==> src/rtl/fetch_pkg.sv <==
// fetch_pkg: shared types, opcode constants and helpers for the instruction-fetch front end.
package fetch_pkg;
    typedef enum logic [1:0] {INIT, RUN, PAUSE} fetch_state_t;
    typedef struct packed {
        logic [15:0] data;
        logic [15:0] pc;
    } fetch_entry_t;
    localparam logic [15:0] NOP = 16'h0018;
    localparam logic [15:0] JMP = 16'h0006;
    function automatic logic [15:0] sat_add(input logic [15:0] a, input logic [15:0] b);
        logic [16:0] s;
        s = {1'b0, a} + {1'b0, b};
        return s[16] ? 16'hFFFF : s[15:0];
    endfunction
endpackage

==> src/rtl/fetch_fifo.sv <==
// fetch_fifo: prefetch FIFO of {data, pc} entries with push/pop/flush; flush wins over everything.
module fetch_fifo
    import fetch_pkg::*;
#(
    parameter int DEPTH = 4,
    localparam int AW = $clog2(DEPTH),
    localparam int CW = $clog2(DEPTH + 1)
) (
    input  logic          clock,
    input  logic          reset_n,
    input  logic          push,
    input  fetch_entry_t  push_entry,
    input  logic          pop,
    input  logic          flush,
    output fetch_entry_t  head,
    output logic [CW-1:0] count
);
    fetch_entry_t  mem_q [DEPTH];
    fetch_entry_t  mem_d [DEPTH];
    logic [AW-1:0] rd_q, rd_d, wr_q, wr_d;
    logic [CW-1:0] count_q, count_d;
    logic          do_pop;
    always_comb begin
        do_pop = pop && count_q != '0;
        mem_d = mem_q;
        if (push && !flush) mem_d[wr_q] = push_entry;
        wr_d = flush ? '0 : wr_q + AW'(push);
        rd_d = flush ? '0 : rd_q + AW'(do_pop);
        count_d = flush ? '0 : count_q + CW'(push) - CW'(do_pop);
    end
    always_ff @(posedge clock or negedge reset_n) begin
        if (!reset_n) begin
            mem_q   <= '{default: '0};
            rd_q    <= '0;
            wr_q    <= '0;
            count_q <= '0;
        end else begin
            mem_q   <= mem_d;
            rd_q    <= rd_d;
            wr_q    <= wr_d;
            count_q <= count_d;
        end
    end
    assign head  = mem_q[rd_q];
    assign count = count_q;
    // The fetch credit rule must keep a push from ever landing on a full FIFO.
    assert property (@(posedge clock) disable iff (!reset_n)
        !(push && !flush && !do_pop && count_q == CW'(DEPTH)));
endmodule

==> src/rtl/fetch_unit.sv <==
// fetch_unit: ROM address generation, in-flight tracking and prefetch buffering for the core.
// Define FETCH_PERF_EN to add the perf_fetched / perf_flushed saturating counters.
module fetch_unit
    import fetch_pkg::*;
#(
    parameter int          ROM_LATENCY = 1,
    parameter int          FIFO_DEPTH  = 4,
    parameter logic [15:0] RESET_PC    = 16'h0000
) (
    input  logic        clock,
    input  logic        reset_n,
    output logic [15:0] address_rom,
    input  logic [15:0] q_rom,
    input  logic        fetch_en,
    output logic        instr_valid,
    input  logic        instr_ready,
    output logic [15:0] instr_data,
    output logic [15:0] instr_pc,
    input  logic        redirect_valid,
    input  logic [15:0] redirect_pc,
    output logic        busy
`ifdef FETCH_PERF_EN
    ,
    output logic [15:0] perf_fetched,
    output logic [15:0] perf_flushed
`endif
);
    localparam int CW = $clog2(FIFO_DEPTH + 1);
    fetch_state_t           state_q, state_d;
    logic [15:0]            fetch_pc_q, fetch_pc_d;
    logic [ROM_LATENCY-1:0] pipe_v_q, pipe_v_d;
    logic [15:0]            pipe_tag_q [ROM_LATENCY];
    logic [15:0]            pipe_tag_d [ROM_LATENCY];
    logic [CW-1:0]          fifo_count;
    fetch_entry_t           head, push_entry;
    logic [4:0]             used;
    logic                   issue, push, pop;
    // Credits count buffered plus in-flight words so a late ROM return always has a slot.
    always_comb begin
        used = 5'(fifo_count);
        for (int i = 0; i < ROM_LATENCY; i++) used = used + 5'(pipe_v_q[i]);
        issue = state_q == RUN && fetch_en && !redirect_valid && used < 5'(FIFO_DEPTH);
        push = pipe_v_q[ROM_LATENCY-1] && !redirect_valid;
        pop = instr_valid && instr_ready && !redirect_valid;
        push_entry.data = q_rom;
        push_entry.pc = pipe_tag_q[ROM_LATENCY-1];
        state_d = (state_q == INIT || fetch_en) ? RUN : PAUSE;
        fetch_pc_d = redirect_valid ? redirect_pc : fetch_pc_q + 16'(issue);
        pipe_v_d = '0;
        pipe_tag_d = pipe_tag_q;
        pipe_v_d[0] = issue;
        pipe_tag_d[0] = fetch_pc_q;
        for (int i = 1; i < ROM_LATENCY; i++) begin
            pipe_v_d[i] = pipe_v_q[i-1];
            pipe_tag_d[i] = pipe_tag_q[i-1];
        end
        if (redirect_valid) pipe_v_d = '0;
    end
    always_ff @(posedge clock or negedge reset_n) begin
        if (!reset_n) begin
            state_q    <= INIT;
            fetch_pc_q <= RESET_PC;
            pipe_v_q   <= '0;
            pipe_tag_q <= '{default: '0};
        end else begin
            state_q    <= state_d;
            fetch_pc_q <= fetch_pc_d;
            pipe_v_q   <= pipe_v_d;
            pipe_tag_q <= pipe_tag_d;
        end
    end
    fetch_fifo #(.DEPTH(FIFO_DEPTH)) u_fifo (
        .clock      (clock),
        .reset_n    (reset_n),
        .push       (push),
        .push_entry (push_entry),
        .pop        (pop),
        .flush      (redirect_valid),
        .head       (head),
        .count      (fifo_count)
    );
    assign address_rom = fetch_pc_q;
    assign instr_valid = fifo_count != '0;
    assign instr_data  = instr_valid ? head.data : '0;
    assign instr_pc    = instr_valid ? head.pc : '0;
    assign busy        = instr_valid || |pipe_v_q;
`ifdef FETCH_PERF_EN
    logic [15:0] perf_fetched_q, perf_fetched_d, perf_flushed_q, perf_flushed_d;
    always_comb begin
        perf_fetched_d = sat_add(perf_fetched_q, 16'(push));
        perf_flushed_d = redirect_valid ? sat_add(perf_flushed_q, 16'(used)) : perf_flushed_q;
    end
    always_ff @(posedge clock or negedge reset_n) begin
        if (!reset_n) begin
            perf_fetched_q <= '0;
            perf_flushed_q <= '0;
        end else begin
            perf_fetched_q <= perf_fetched_d;
            perf_flushed_q <= perf_flushed_d;
        end
    end
    assign perf_fetched = perf_fetched_q;
    assign perf_flushed = perf_flushed_q;
`endif
endmodule

==> config.mk <==
export PLATFORM = sky130hd
export DESIGN_NAME = fetch_unit
export DESIGN_NICKNAME = d
export VERILOG_FILES = /design/src/rtl/fetch_pkg.sv /design/src/rtl/fetch_fifo.sv /design/src/rtl/fetch_unit.sv
export SDC_FILE = /design/constraint.sdc
export NUM_CORES = 1
export LEC_CHECK = 0
export ABC_AREA = 0
export CAP_MARGIN = 20
export CORE_ASPECT_RATIO = 1.5
export CORE_MARGIN = 4
export CORE_UTILIZATION = 50
export CTS_BUF_LIST = sky130_fd_sc_hd__clkbuf_4
export DETAILED_ROUTE_END_ITERATION = 16
export GPL_TIMING_DRIVEN = 0
export HOLD_SLACK_MARGIN = 0.03
export PLACE_DENSITY = 0.73
export SETUP_SLACK_MARGIN = 0.15
export SYNTH_ARGS = -nofsm -noshare
export SYNTH_HDL_FRONTEND = slang
export SYNTH_SLANG_ARGS = --single-unit
export TNS_END_PERCENT = 100
==> constraint.sdc <==
create_clock -name clock -period 6.45 [get_ports clock]
set_clock_uncertainty 0.2 [all_clocks]
set_input_delay 0.645 -clock clock [delete_from_list [all_inputs] [get_ports clock]]
set_output_delay 0.645 -clock clock [all_outputs]
set_load 0.005 [all_outputs]
Yosys cells after proc, flatten, opt, wreduce, memory -nomap -nowiden
Index checks and enable logic that the tools add are counted.

Output and inout port bits: 50. Word-level logic and storage cells: 56. Flip-flop bits (word level): 170.

Equal/unequal tests: 1. Add/sub/neg operators: 6. Multiplexer cells: 14. Order comparisons: 4. Reduce and logical (&&, ||, !) cells: 14. Bitwise logic cells: 2.

Operators with widths (count): 128-bit bitwise mux (1); 32-bit two-way mux (3); 32-bit binary-select mux with 2-bit select (1); 32-bit demux with 2-bit select (1); 16-bit two-way mux (3); 16-bit by 1-bit adder with 16-bit output (1); 1-bit logical AND (9); 3-bit greater-or-equal comparator, second input constant (2); 2-bit two-way mux (3); 2-bit NOT with 3-bit output (2); 2-bit by 1-bit adder with 2-bit output (2); 3-bit by 1-bit adder with 4-bit output (1); 4-bit by 3-bit less-than comparator with 1-bit output, second input constant (1); 3-bit by 1-bit adder with 3-bit output (1); 3-bit by 1-bit less-than comparator with 1-bit output, second input constant (1); 3-bit two-way mux (1); 3-bit nonzero test (1); 3-bit by 1-bit subtractor with 3-bit output (1); 2-bit by 1-bit == test with 1-bit output, second input constant (1); 2-bit zero test (1); 1-bit logical OR (2); 1-bit zero test (1); 1-bit two-way mux (1).

Logic depth before layout (Yosys ltp)
Gate-level depths: netlist of run 1.

Depth in word-level cells: 6. Gate-level depth with buffers: 10. Mapped depth without buffers: 10.

Modules after synthesis
A second synthesis of run 1 with hierarchy kept.

Cells, all modules: 498. Area total of the unflattened synthesis: 7614.8 µm².

Modules (own cells, without submodules): fetch_fifo (times used 1, cells each 341, sequential area each 3378.2 µm², area an instance 5970.7 µm²); fetch_unit (times used 1, cells each 157, sequential area each 875.8 µm², area an instance 1644.1 µm²).

Worst setup path before layout of run 1
No wires, ideal clock.

Kind: input -> register. Start: input redirect_valid. End: register fetch_pc_q[14], in the netlist address_rom[14]. Path buffers: 1. Stages: 9. Arrival time: 2.385 ns. Setup slack: 3.734 ns. Data required time: 6.118 ns. Library setup time: 0.132 ns. Path through: clkbuf_1 > nand4bb_1 > a211oi_1 > ha_1 > ha_1 > nand4_1 > nor4_2 > xnor2_1 > o21ai_1.

Longest elaborated chain between the ends: 5.

Ends and longest elaborated chain: start, declared (RTL line fetch_unit.sv:19) `input logic redirect_valid,`; 1-bit zero test (RTL line fetch_unit.sv:42) `issue = state_q == RUN && fetch_en && !redirect_valid && used < 5'(FIFO_DEPTH);`; 1-bit logical AND (2 in series) (RTL line fetch_unit.sv:42); 16-bit by 1-bit adder with 16-bit output (RTL line fetch_unit.sv:48) `fetch_pc_d = redirect_valid ? redirect_pc : fetch_pc_q + 16'(issue);`; 16-bit two-way mux (*) (RTL line fetch_unit.sv:48); named net fetch_pc_d[14] (RTL line fetch_unit.sv:30) `logic [15:0] fetch_pc_q, fetch_pc_d;`; end signal, assigned (RTL line fetch_unit.sv:67) `fetch_pc_q <= fetch_pc_d;`; end, declared (RTL line fetch_unit.sv:30).

Mark *: on every way through the listed nets, which the timed path passes. The rest lies on a longest branch. A chain may end at the register's enable or synchronous reset.

Final worst setup path of run 1
Start: register u_fifo.count_q[1], in the netlist u_fifo.count[1]. End: output instr_data[7].

Longest elaborated chain between the ends: 2.

Ends and longest elaborated chain: start, declared (RTL line fetch_fifo.sv:21) `logic [CW-1:0] count_q, count_d;`; start signal, assigned (RTL line fetch_fifo.sv:41) `count_q <= count_d;`; 3-bit nonzero test (RTL line fetch_unit.sv:83) `assign instr_valid = fifo_count != '0;`; 16-bit two-way mux (RTL line fetch_unit.sv:84) `assign instr_data = instr_valid ? head.data : '0;`; end, declared (RTL line fetch_unit.sv:17) `output logic [15:0] instr_data,`.

No other way between the ends.

==> results of run 1 <==
Yosys cell counts, types with 8 or more instances:
library cell	count
o21ai_0	11
mux4_2	32
mux2_2	126
nor2_1	10
xnor2_1	14
and2b_1	17
buf_4	9
nor2b_1	18
clkbuf_1	8
dfrtp_1	170
inv_1	8
nand2_1	18
power by group:
group	leakage, nW	switching (mW)	total, mW	internal (mW)
clock	0.177	0.383	0.705	0.322
combinational	1.67	0.257	0.712	0.455
sequential	2.25	0.0910	1.29	1.20
cells by family (layout without fill, tap and decap cells):
| logic type | Yosys count | in the layout |
|---|---|---|
| AOI/OAI and AO/OA | 16 | 16 |
| xor gates and xnor gates | 17 | 17 |
| adders and majority gates | 8 | 8 |
| buffers and inverters | 35 | 156 |
| DFF | 170 | 170 |
| muxes | 163 | 163 |
| other | 0 | 1 |
| and+or+nand+nor | 91 | 91 |
registers in the layout, summed over array words and instances (netlist names):
signal,cells
u_fifo.rd_q,2
pipe_tag_q,16
pipe_v_q,1
u_fifo.count,3
u_fifo.wr_q,2
address_rom,16
u_fifo.mem_q,128
state_q,2
how the worst min path moves through the flow:
| stage | start | cells after the start | to | slack [ns] |
|---|---|---|---|---|
| after floorplan | reset_n | 0 | address_rom[0] | 0.15 |
| after global placement | address_rom[0] | 0 | pipe_tag_q[0] | 0.23 |
| after detailed placement | address_rom[12] | 0 | pipe_tag_q[12] | 0.25 |
| after CTS | address_rom[0] | 0 | pipe_tag_q[0] | 0.28 |
| after global routing | address_rom[0] | 0 | pipe_tag_q[0] | 0.30 |
| final | address_rom[0] | 0 | pipe_tag_q[0] | 0.26 |
area by class of cell:
| class | instances | area, um^2 |
|---|---|---|
| Antenna cell | 1 | 2.50 |
| Timing Repair Buffer | 89 | 907 |
| Clock buffer | 18 | 135 |
| Clock inverter | 14 | 210 |
| Inverter | 8 | 30.0 |
| Buffer | 27 | 166 |
| Tap cell | 196 | 245 |
| Multi-Input combinational cell | 295 | 3110 |
| Fill cell | 1165 | 5600 |
| Sequential cell | 170 | 4250 |
per-stage QoR:
step,area (um^2),hold WS [ns],power [mW],TNS [ns]
global placement,8660,0.234,2.00,-305.56
floorplan,7560,0.149,1.70,0
global route,9060,0.297,2.85,0
CTS,9050,0.283,2.74,0
finish,9060,0.262,2.71,0
detailed placement,8700,0.248,2.04,0
routing by layer:
metal  up-vias  wire (um)  share of wire, %  GRT usage (%)
li1       2009          -                 -              -
met1      2242       6310                41           23.8
met2        80       8290                54           35.1
met3        18        560               3.7           3.29
met4         0        187               1.2           5.35
met5         -          0                 0              0
placed cells by master, fill, tap and decap left out, types with 2 or more instances in the layout:
| master | synthesis | routed |
|---|---|---|
| and2b_1 | 17 | 17 |
| nor4_2 | 4 | 4 |
| nor2_1 | 10 | 10 |
| nand2_1 | 18 | 18 |
| nand4_1 | 5 | 5 |
| a211oi_1 | 2 | 2 |
| o21ai_0 | 11 | 11 |
| mux2_2 | 126 | 126 |
| clkbuf_1 | 8 | 8 |
| ha_1 | 7 | 7 |
| mux2_1 | 5 | 5 |
| clkinv_4 | 0 | 4 |
| inv_1 | 8 | 8 |
| inv_8 | 0 | 2 |
| buf_6 | 3 | 4 |
| nor3_1 | 4 | 4 |
| nand3_1 | 5 | 5 |
| xor2_1 | 3 | 3 |
| o21ai_1 | 2 | 2 |
| mux4_2 | 32 | 32 |
| nor2_2 | 2 | 2 |
| clkbuf_4 | 0 | 18 |
| clkinvlp_4 | 0 | 2 |
| buf_4 | 9 | 10 |
| buf_2 | 7 | 7 |
| clkdlybuf4s50_1 | 0 | 85 |
| xnor2_1 | 14 | 14 |
| inv_6 | 0 | 2 |
| dfrtp_1 | 170 | 170 |
| bufinv_16 | 0 | 4 |
| nor2b_1 | 18 | 18 |
worst reg2reg max path, cell delays in order (launching register included):
cell and delay (ns):
dfrtp_1 0.47, nor3_1 0.45, clkbuf_1 0.49, nor3b_1 0.15
ha_1 0.31, inv_1 0.07, ha_1 0.13, inv_1 0.04
fa_1 0.37, xnor2_1 0.14, nor2_1 0.05
==> flow_summary.ini, run 1 <==
[synth]
synthSimpleGateAreaFrac_pct = 7.50
muxShareOfSynthArea_pct = 29.1
synth_compound_area_share_pct = 1.16
yosysWarningCount = 0
netlist.area_leader.share_pct = 56.3
netlist_top_cells_area = dfrtp_1 (56%), mux2_2 (19%), mux4_2 (9.5%)
syn-num-nets = 545
synth_fa_ha_area_share_pct = 1.42
async_reset_ff_share_pct = 100
synth_top_family_by_area = multiplexers
synth_edf_count = 0
synth-xor-area-share_pct = 1.97
synth_area_per_cell_um2 = 15.1
synth_cell_type_count = 34
ys_ff_latch = 170
yosys.area.top_type = dfrtp_1
ys_seq_area_share_pct = 56.3
netlist_area_um2 = 7560
synthFlopType = dfrtp_1
netlist_instances = 500

[timing]
grt_setup_unrepaired = no
worstMarginPinSlew_ns = 0.572
hold_viol = 0
period_minus_slack_ns = 3.60
fin_crit_sh_pct = 55.8
relSlewSlack_pct = 61.9
fmax_ghz = 0.278
setup_viol = 0
setup_ws_ns = 2.85
drv_slew = 0

[routing]
drc = 0
drtAntennaViolNets = 0
vias = 4349
drt-initial-drc-count = 140
wl_per_cell_um = 18.8
vias_per_cell = 5.32
wirelength_mm = 15.3
dr.pass1.iters = 5

[min_path]
hold_path.class = register to register

[global_route]
grt_remaining_overflow = 0
antenna_found_initial = 1
grt_max_degree = 110
grt.total_usage_pct = 19.4
grt_pass1_wl_mm = 25.5
grt_pass1_vias = 4977

[clock_network]
cts_sinks = 170
cts_tree = yes
postCtsHoldBufs = 1
cts_setup_buffers = 0
cts.clk_slew.worst_paths_ns = 0.14
htreeDepth = 4
ctsResizeCount = 0
cts_made_buffers = 17
root_buffer = clkbuf_4
clock_path_buffers = 2
insertion_delay_ns = 0.54

[worst_setup_path]
cp_max_fo = 10
arrival_ns = 2.75
crit_path_start_kind = register
r2r-end = u_fifo.count[2]
critPathBufInv = 3
crit_end = instr_data[7]
cp.depth = 5
crit_slowest_cell = dfrtp_1
slowest_delay_ns = 0.47
crit_chain = nor3_1 -> buf_4 -> clkbuf_1 -> and2b_1 -> clkdlybuf4s50_1
critPathTopFamily = buffers and inverters
reg2reg_slack_ns = 3.46
criticalPathCategory = register to output pin
reg2reg_depth = 10
critPathCaptureType = output pin
cp_data_required_time_ns = 5.60
cp-startpoint = u_fifo.count[1]
reg2reg_from = u_fifo.count[1]

[place]
dp_hpwl_mm = 10.7
io_buffers = 86
gp_congestion = 0.762
place_inst = 784
post-place-ws_ns = 2.69

[die]
coreArea_um2 = 14700
die_w_um = 108
start_util_pct = 51.5
placementRows = 54
io_pins = 87
die_area_um2 = 17200
fp.dieH_um = 159

[power_and_ir_drop]
irDropWorstVdd_mv = 0.137
p_per_area_nw_per_um2 = 299
leakagePower_nw = 4.09

[final_layout]
fin_cells = 818
final_nets = 653
utilization_pct = 61.8
syn2layout_area_growth_pct = 19.9
drive_gt1_share_pct = 35.7

[run]
max_cap_violations = 0

[outcome]
status = completed
Note: power is estimated with default switching activity, not from simulation.
==> run 2, diff against run 1 <==
--- a/config.mk
+++ b/config.mk
@@ -14,7 +14,7 @@
 export DETAILED_ROUTE_END_ITERATION = 16
 export GPL_TIMING_DRIVEN = 0
 export HOLD_SLACK_MARGIN = 0.03
-export PLACE_DENSITY = 0.73
+export PLACE_DENSITY = 0.76
 export SETUP_SLACK_MARGIN = 0.15
 export SYNTH_ARGS = -nofsm -noshare
 export SYNTH_HDL_FRONTEND = slang
==> constraint.sdc (replaced) <==
create_clock -name clock -period 3 [get_ports clock]
set_clock_uncertainty 0.2 [all_clocks]
set_input_delay 0.3 -clock clock [delete_from_list [all_inputs] [get_ports clock]]
set_output_delay 0.3 -clock clock [all_outputs]
set_load 0.005 [all_outputs]
==> run 2 against run 1 <==
  * Worst hold slack worse by 0.16 ns
  * Sequential share of layout area shrank 1.5 points
  * Flip-flop and latch count did not move
  * Critical path type unchanged
  * Critical path depth down 1
  * Die area did not move
  * Worst setup slack worse by 2.7 ns
  * Power rose by 110%
  * Combinational power rose by 130%
  * Sequential power grew 120%
==> flow_summary.ini, run 2 (synthesized netlist as in run 1, its figures left out) <==
[outcome]
status = completed

[final_layout]
design_area_um2 = 9370
nFillCells = 1115
multi_input_comb_area_um2 = 3130
final_common_cell = dfrtp_1
fin_cells = 839
final_cell_mix = dfrtp_1 (168), mux2_2 (126), clkdlybuf4s50_1 (55), mux4_2 (32), dlymetal6s2s_1 (29)
regArea_um2 = 4260
top_register = u_fifo.mem_q
largest_reg_flops = 128
drive_gt1_share_pct = 39.1
final_nets = 674
syn2layout_area_growth_pct = 24.0

[worst_setup_path]
crit_path_start_kind = register
arrival_ns = 2.30
critPathCaptureType = output pin
cp_max_fo = 10
criticalPathCategory = register to output pin
cp_data_required_time_ns = 2.50

[routing]
drtAntennaViolNets = 0
drt-initial-drc-count = 180
dr.pass1.iters = 4
vias = 4511
wirelength_mm = 15.5
wl_per_cell_um = 18.4
drc = 0
vias_per_cell = 5.38

[global_route]
grt_use_met2_pct = 34.4
use_met1_pct = 23.6
grt_remaining_overflow = 0
grt_pass1_wl_mm = 25.3
grt_max_degree = 109
grt_pass1_vias = 4917
grt.total_usage_pct = 19.0
grt-busiest-layer = met2
use_met3_pct = 3.65
antenna_found_initial = 1

[place]
gp_congestion = 0.767
placed_area_um2 = 8690
dp_hpwl_mm = 10.7
io_buffers = 86
place_inst = 783

[die]
placementRows = 54
fp.dieH_um = 159
die_area_um2 = 17200
start_util_pct = 51.5
io_pins = 87
die_w_um = 108
coreArea_um2 = 14700

[power_and_ir_drop]
total_power_mw = 5.75
seq_power_share_pct = 48.5
switching_power_mw = 1.64
p_int_mw = 4.11
p_per_area_nw_per_um2 = 613
leakagePower_nw = 4.72
p_comb_share_pct = 28.9
irDropWorstVdd_mv = 0.297
clkPwrFrac_pct = 22.6
swShare_pct = 28.5

[clock_network]
cts.clk_slew.worst_paths_ns = 0.15
htreeDepth = 4
cts_sinks = 170
cts_tree = yes
cts_made_buffers = 17
root_buffer = clkbuf_4
insertion_delay_ns = 0.52
clock_path_buffers = 2

[timing]
hold_viol = 0
relSlewSlack_pct = 60.9
setup_viol = 0
hold_ws_ns = 0.0982
period_minus_slack_ns = 2.80
fin_crit_sh_pct = 93.4
drv_slew = 0
fmax_ghz = 0.357
grt_setup_unrepaired = yes
tns_ns = 0
worstMarginPinSlew_ns = 0.586

[min_path]
hold_path.class = input port to async pin

[run]
max_cap_violations = 0
run 2: area by class of cell:
class                   count  share of cell area [%]
flip-flops and latches    170                    45.4
multi-input cells         295                    33.4
repair buffers            110                    12.7
well taps                 196                    2.62
plain buffers              27                    2.47
clock inverters            15                    1.66
clock buffers              17                    1.36
inverters                   8                   0.321
diodes                      1                  0.0267
run 2: power by group through the flow:
stage          Combinational [mW]  Clock, mW  Sequential, mW
2_1_floorplan               0.894          0            2.75
3_3_place_gp                 1.50          0            2.80
3_5_place_dp                 1.54          0            2.83
4_1_cts                      1.62       1.35            2.78
5_1_grt                      1.82       1.43            2.82
6_report                     1.66       1.30            2.78
run 2: worst paths after layout:
check	start	to	slack (ns)	cells past startpoint
setup / recovery	u_fifo.count[0]	instr_pc[6]	0.20	4
hold / removal	reset_n	u_fifo.mem_q[125]	0.1	2
setup reg to reg	u_fifo.count[1]	address_rom[15]	0.28	8
hold reg to reg	address_rom[0]	pipe_tag_q[0]	0.24	0
max in group asynchronous	reset_n	u_fifo.count[1]	1.57	3
min in group clock	redirect_pc[8]	address_rom[8]	0.11	3
run 2: routing by layer:
layer  vias to the layer above  routed length (um)  share of wire, %
met2                        85                8530                55
met4                         0                 119              0.77
met5                         -                   0                 0
met1                      2363                6280                41
li1                       2055                   -                 -
met3                         8                 549               3.5
run 2: repair_timing:
| item | 4_1_cts | 5_1_grt |
|---|---|---|
| hold buffers | 1 | 1 |
| gates resized for setup | 21 | 37 |
| buffers inserted | 5 | 13 |
| setup endpoints to repair | 40 | 35 |
| pin swaps | 1 | 2 |
| cloned | 0 | 3 |
| endpoints found under the hold margin | 62 | 1 |
run 2: through the flow:
| stage | worst slack [ns] | utilization [%] |
|---|---|---|
| 2_1_floorplan | 0.392 | - |
| 3_3_place_gp | -4.94 | 59.1 |
| 3_5_place_dp | -0.424 | 59.3 |
| 4_1_cts | 0.0560 | 62.0 |
| 6_report | 0.198 | 63.9 |
| 5_1_grt | 0.00884 | 63.9 |
run 2: critical path, stage by stage, from the launching register on:
cell and delay [ns]:
dfrtp_1 0.47, nor3_4 0.32, buf_2 0.30, and2b_1 0.21, clkdlybuf4s50_1 0.47
==> edit 1, RTL diff (config.mk and constraints of run 1) <==
Re-encode `fetch_state_t` (3 states) as one-hot, 3 bits wide.
--- a/src/rtl/fetch_pkg.sv
+++ b/src/rtl/fetch_pkg.sv
@@ -2,3 +2,3 @@
 package fetch_pkg;
-    typedef enum logic [1:0] {INIT, RUN, PAUSE} fetch_state_t;
+    typedef enum logic [2:0] {INIT = 3'b001, RUN = 3'b010, PAUSE = 3'b100} fetch_state_t;
     typedef struct packed {
Formal check against the unedited RTL: same outputs for any inputs over 4 cycles, from zero or initial values and one cycle with reset_n low; so few cycles prove little.
==> edit 1 against run 1 <==
Final area rose by 0.41%. Sequential cell count grew 1. Setup slack worse by 0.19 ns. Largest power group unchanged. Area after synthesis is 0.46% higher. Synthesized cell count grew 0.40%. Wire length is 1.1% higher. Hold slack worse by 0.041 ns. Power is 5.6% lower. Count of clock-buffer cells in the layout increased by 2. Via count up 2.6%. Clock power grew 3.8%.
==> edit 1: results (changes against run 1) <==
status=completed; Comb pwr share=0.230 (-0.033); initial antenna violation count=1 (unchanged); register area share after synthesis=0.564 (+0.000863); Distinct cells, synth=39 (+15%); Synth Area in Compound Gates=0.0110 (-0.000548); WS Path Type=reg2out; HPWL after DPL=10800 um (+0.41%); hold_ws=0.221 ns (-0.0413 ns); Largest stage delay, worst path=0.49 ns (+0.02 ns); Synthesized Nets=547 (+0.37%); WHS Endpoint=pipe_tag_q[0]; delay-heaviest family, CP=buffers and inverters; largest net degree at the start of global routing=96 (-13%); most frequent cell after synthesis=dfrtp_1; Final GP Congestion=0.814 (+6.8%); Place WS=2.95 ns (+0.262 ns); synth top area cells=dfrtp_1 (56%), mux2_2 (19%), mux4_2 (9.5%); Hold Path Depth=0 (unchanged); CP arrival=2.95 ns (+0.20 ns); non-filler cells, final=817 (-0.12%); post-synthesis mux area share=0.291 (about the same); FF-to-FF setup slack=3.25 ns (-0.21 ns); P_sw=0.000646 W (-12%); fmax=0.264 GHz (-5.1%); xor and xnor area share after synthesis=0.0196 (-0.0000909); synth cell count leaders=dfrtp_1 (170), mux2_2 (126), mux4_2 (32); Placed Instance Area=0.00874 sq mm (+0.42%); clock share of power=0.287 (+0.027); post-DR vias/cell=5.46 (+2.7%); Clock Path Buffers=2 (unchanged); Max stage delay cell, worst path=nor3_1; post-cts sizing count=0 (unchanged); Final #Nets=655 (+0.31%); Max-slew headroom=0.604 (-0.0148); placed cells=786 (+0.26%); Syn Area/Cell=15.1 sq um (about the same); Tot GR Track Use=0.192 (-0.00134); Worst VDD drop=0.141 mV (+2.4%); Worst Setup EP=instr_pc[1]; Synth Area in Adders=0.0142 (-0.0000657); CTS clk-pin slew, worst paths=0.12 ns (-0.02 ns); worst reg2reg endpoint=u_fifo.count[2]; FF-to-FF path depth=11 (+1); vias in the first global route=4981 (+0.080%); P_seq=0.00124 W (-4%); grt total ovfl=0 (unchanged); first-pass GRT wire length=25600 um (+0.49%); WL/cell=19.0 um (+1.2%); Num CTS Buffers=17 (unchanged); Initial DRC Count=171 (+22%); Leak Pwr=4.14 nW (+1.0%); DRT Pass-1 Iters=6 (+1); layout cell share with drive strength beyond 1=0.350 (-0.00749)
[edit 1: cell count changes in the layout (fill, tap and decap cells not counted), moves of 4 or more]
cell | before | now
nor4_1 | 0 | 5
nor4_2 | 4 | 0
clkinv_4 | 4 | 0
and2b_1 | 17 | 9
nor2b_1 | 18 | 26
[edit 1: what timing repair did]
| item | 4_1_cts | 5_1_grt |
|---|---|---|
| endpoints found under the setup margin | 0 | 0 |
| endpoints found under the hold margin | 75 | 0 |
| hold buffers | 1 | 0 |
| setup buffers | 0 | 0 |
[edit 1: layout make-up]
type / count / area, sq um
clock inverter: 9 / 196
buffer: 27 / 163
sequential: 171 / 4280
timing repair buffer: 89 / 908
multi-input combinational: 296 / 3120
tap: 196 / 245
fill: 1176 / 5630
antenna: 1 / 2.50
inverter: 8 / 30.0
clock buffer: 20 / 150
[edit 1: metal layers]
metal	GRT usage	vias up	share of wire
li1	-	2005	-
met3	0.0447	20	0.036
met2	0.338	102	0.54
met1	0.231	2335	0.41
met5	0	-	0
met4	0.0609	0	0.019
==> edit 2, RTL diff (settings of run 1) <==
Made on the original files. The parameter `ROM_LATENCY` goes from 1 to 2.
--- a/src/rtl/fetch_unit.sv
+++ b/src/rtl/fetch_unit.sv
@@ -5,3 +5,3 @@
 #(
-    parameter int          ROM_LATENCY = 1,
+    parameter int          ROM_LATENCY = 2,
     parameter int          FIFO_DEPTH  = 4,
Check against the original RTL: not equivalent (Yosys sat finds a counterexample within 4 cycles, from zero or initial values and one cycle with reset_n low).
==> edit 2 against run 1 <==
Final area up 5.4%. Setup slack better by 0.058 ns. Die area grew 6.9%. Area after synthesis is 7.4% higher. Sequential share of layout area increased by 2.0 points. Power is 5.3% lower. Wire length increased by 7.8%. Maximum frequency increased by 1.6%. Sequential cell count up 17. Hold slack worse by 0.11 ns.
==> edit 2: results (changes against run 1) <==
HPWL after DPL=11700 um (+9.4%); worst skew pair latency=0.54 ns (about the same); max FFs per register=128 (unchanged); Leak Pwr=4.36 nW (+6.5%); synth warn=0 (unchanged); drt drc=0 (unchanged); Tot GR Track Use=0.194 (+0.000918); register area share after synthesis=0.577 (+0.0139); layout cell share with drive strength beyond 1=0.363 (+0.00532); WL/cell=19.2 um (+2.5%); max_cap viols=0 (unchanged); largest net degree at the start of global routing=131 (+19%); Placed Instance Area=0.00926 sq mm (+6.4%); post-cts sizing count=0 (unchanged); Synth Area in Compound Gates=0.0116 (-0.0000225); post-DR vias/cell=5.39 (+1.5%); CTS H-tree lvls=4 (unchanged); Biggest register=u_fifo.mem_q; placed cells=826 (+5.4%); synth top area cells=dfrtp_1 (58%), mux2_2 (17%), mux4_2 (8.9%); Max-slew headroom=0.522 (-0.0966); Met1 Wirelength=6620 um (+5.1%); Synth Area in Adders=0.0148 (+0.000567); first-pass GRT wire length=27600 um (+8.3%); Distinct cells, synth=38 (+12%); post-synthesis mux area share=0.269 (-0.0213); Num CTS Buffers=17 (unchanged); routed vias=4639 (+6.7%); Worst VDD drop=0.136 mV (-0.72%); Sequential cell area=0.00468 sq mm (+10%); setup repair bufs after CTS=0 (unchanged); P_sw=0.000711 W (-2.7%); Post-Syn Instances=536 (+7.2%); IO buf count=86 (unchanged); fraction of registers with async set/reset=1.00 (unchanged); routed wl met2=9180 um (+11%); Initial DRC Count=188 (+34%); Clock Path Buffers=2 (unchanged); Final #Nets=689 (+5.5%); Final GP Congestion=0.745 (-2.3%); met3 wire len=504 um (-10%); vias in the first global route=5301 (+6.5%); DRT Pass-1 Iters=4 (-1); Synthesized Nets=582 (+6.8%); Top Layer Used=met4; Clock Tree Root=clkbuf_4; HP Class=reg2reg; xor and xnor area share after synthesis=0.0184 (-0.00135); synth cell count leaders=dfrtp_1 (187), mux2_2 (125), and2_1 (32), mux4_2 (32), buf_4 (25); CP arrival=2.70 ns (-0.05 ns); status=completed; FILL cells=1254 (+7.6%)
-- edit 2: cell count changes in the layout (fill, tap and decap cells not counted), moves of 2 or more --
| cell | before | now |
|---|---|---|
| dfrtp_1 | 170 | 187 |
| nor2b_1 | 18 | 4 |
| buf_4 | 10 | 25 |
| bufinv_16 | 4 | 1 |
| or3_1 | 0 | 2 |
| inv_1 | 8 | 6 |
| and2b_1 | 17 | 0 |
| clkinv_4 | 4 | 2 |
| and2_1 | 0 | 32 |
| clkinv_2 | 0 | 3 |
| nor2_1 | 10 | 7 |
| nand2_1 | 18 | 20 |
-- edit 2: critical path: stages, from the launching register on --
cell and delay, ns:
dfrtp_1 0.46, or3_1 0.15, clkbuf_1 0.33, clkbuf_1 0.45
and2_1 0.25, clkdlybuf4s50_1 0.51
-- edit 2: power groups by stage --
stage | clock network [W] | registers (W) | logic [W]
finish | 0.000613 | 0.00136 | 0.000592
global route | 0.000681 | 0.00138 | 0.000654
CTS | 0.000632 | 0.00136 | 0.000605
detailed placement | 0 | 0.00138 | 0.000601
global placement | 0 | 0.00137 | 0.000590
floorplan | 0 | 0.00136 | 0.000334
-- edit 2: metrics by stage --
step,setup TNS (ns),power [W],worst slack (ns)
after floorplan,0,0.00169,3.67
after global placement,-486.32,0.00196,-2.62
after detailed placement,0,0.00199,3.02
after CTS,0,0.00260,2.83
after global routing,0,0.00271,2.71
final,0,0.00256,2.91
-- edit 2: worst paths after layout --
| path | cells past startpoint | startpoint | endpoint | slack [ns] |
|---|---|---|---|---|
| worst max-delay path | 5 | u_fifo.count[1] | instr_data[10] | 2.91 |
| worst min-delay path | 0 | pipe_tag_d[2] | pipe_tag_q[2] | 0.15 |
| worst max register to register | 10 | u_fifo.count[0] | address_rom[14] | 3.27 |
| worst min register to register | 0 | pipe_tag_d[2] | pipe_tag_q[2] | 0.15 |
| max in group asynchronous | 3 | reset_n | u_fifo.mem_q[48] | 4.63 |
| min in group asynchronous | 2 | reset_n | u_fifo.mem_q[83] | 0.38 |
-- edit 2: final cells by class --
class | count | area share
timing repair buffer | 88 | 0.0946
multi-input combinational | 298 | 0.326
buffer | 45 | 0.0309
sequential | 187 | 0.490
tap | 203 | 0.0266
inverter | 6 | 0.00236
clock buffer | 18 | 0.0142
clock inverter | 14 | 0.0148
antenna | 1 | 0.000262
-- edit 2: metal layers --
layer / up-vias / global-route usage
met3: 14 / 0.0335
met1: 2448 / 0.233
met2: 85 / 0.356
met4: 0 / 0.0640
met5: - / 0
li1: 2092 / -
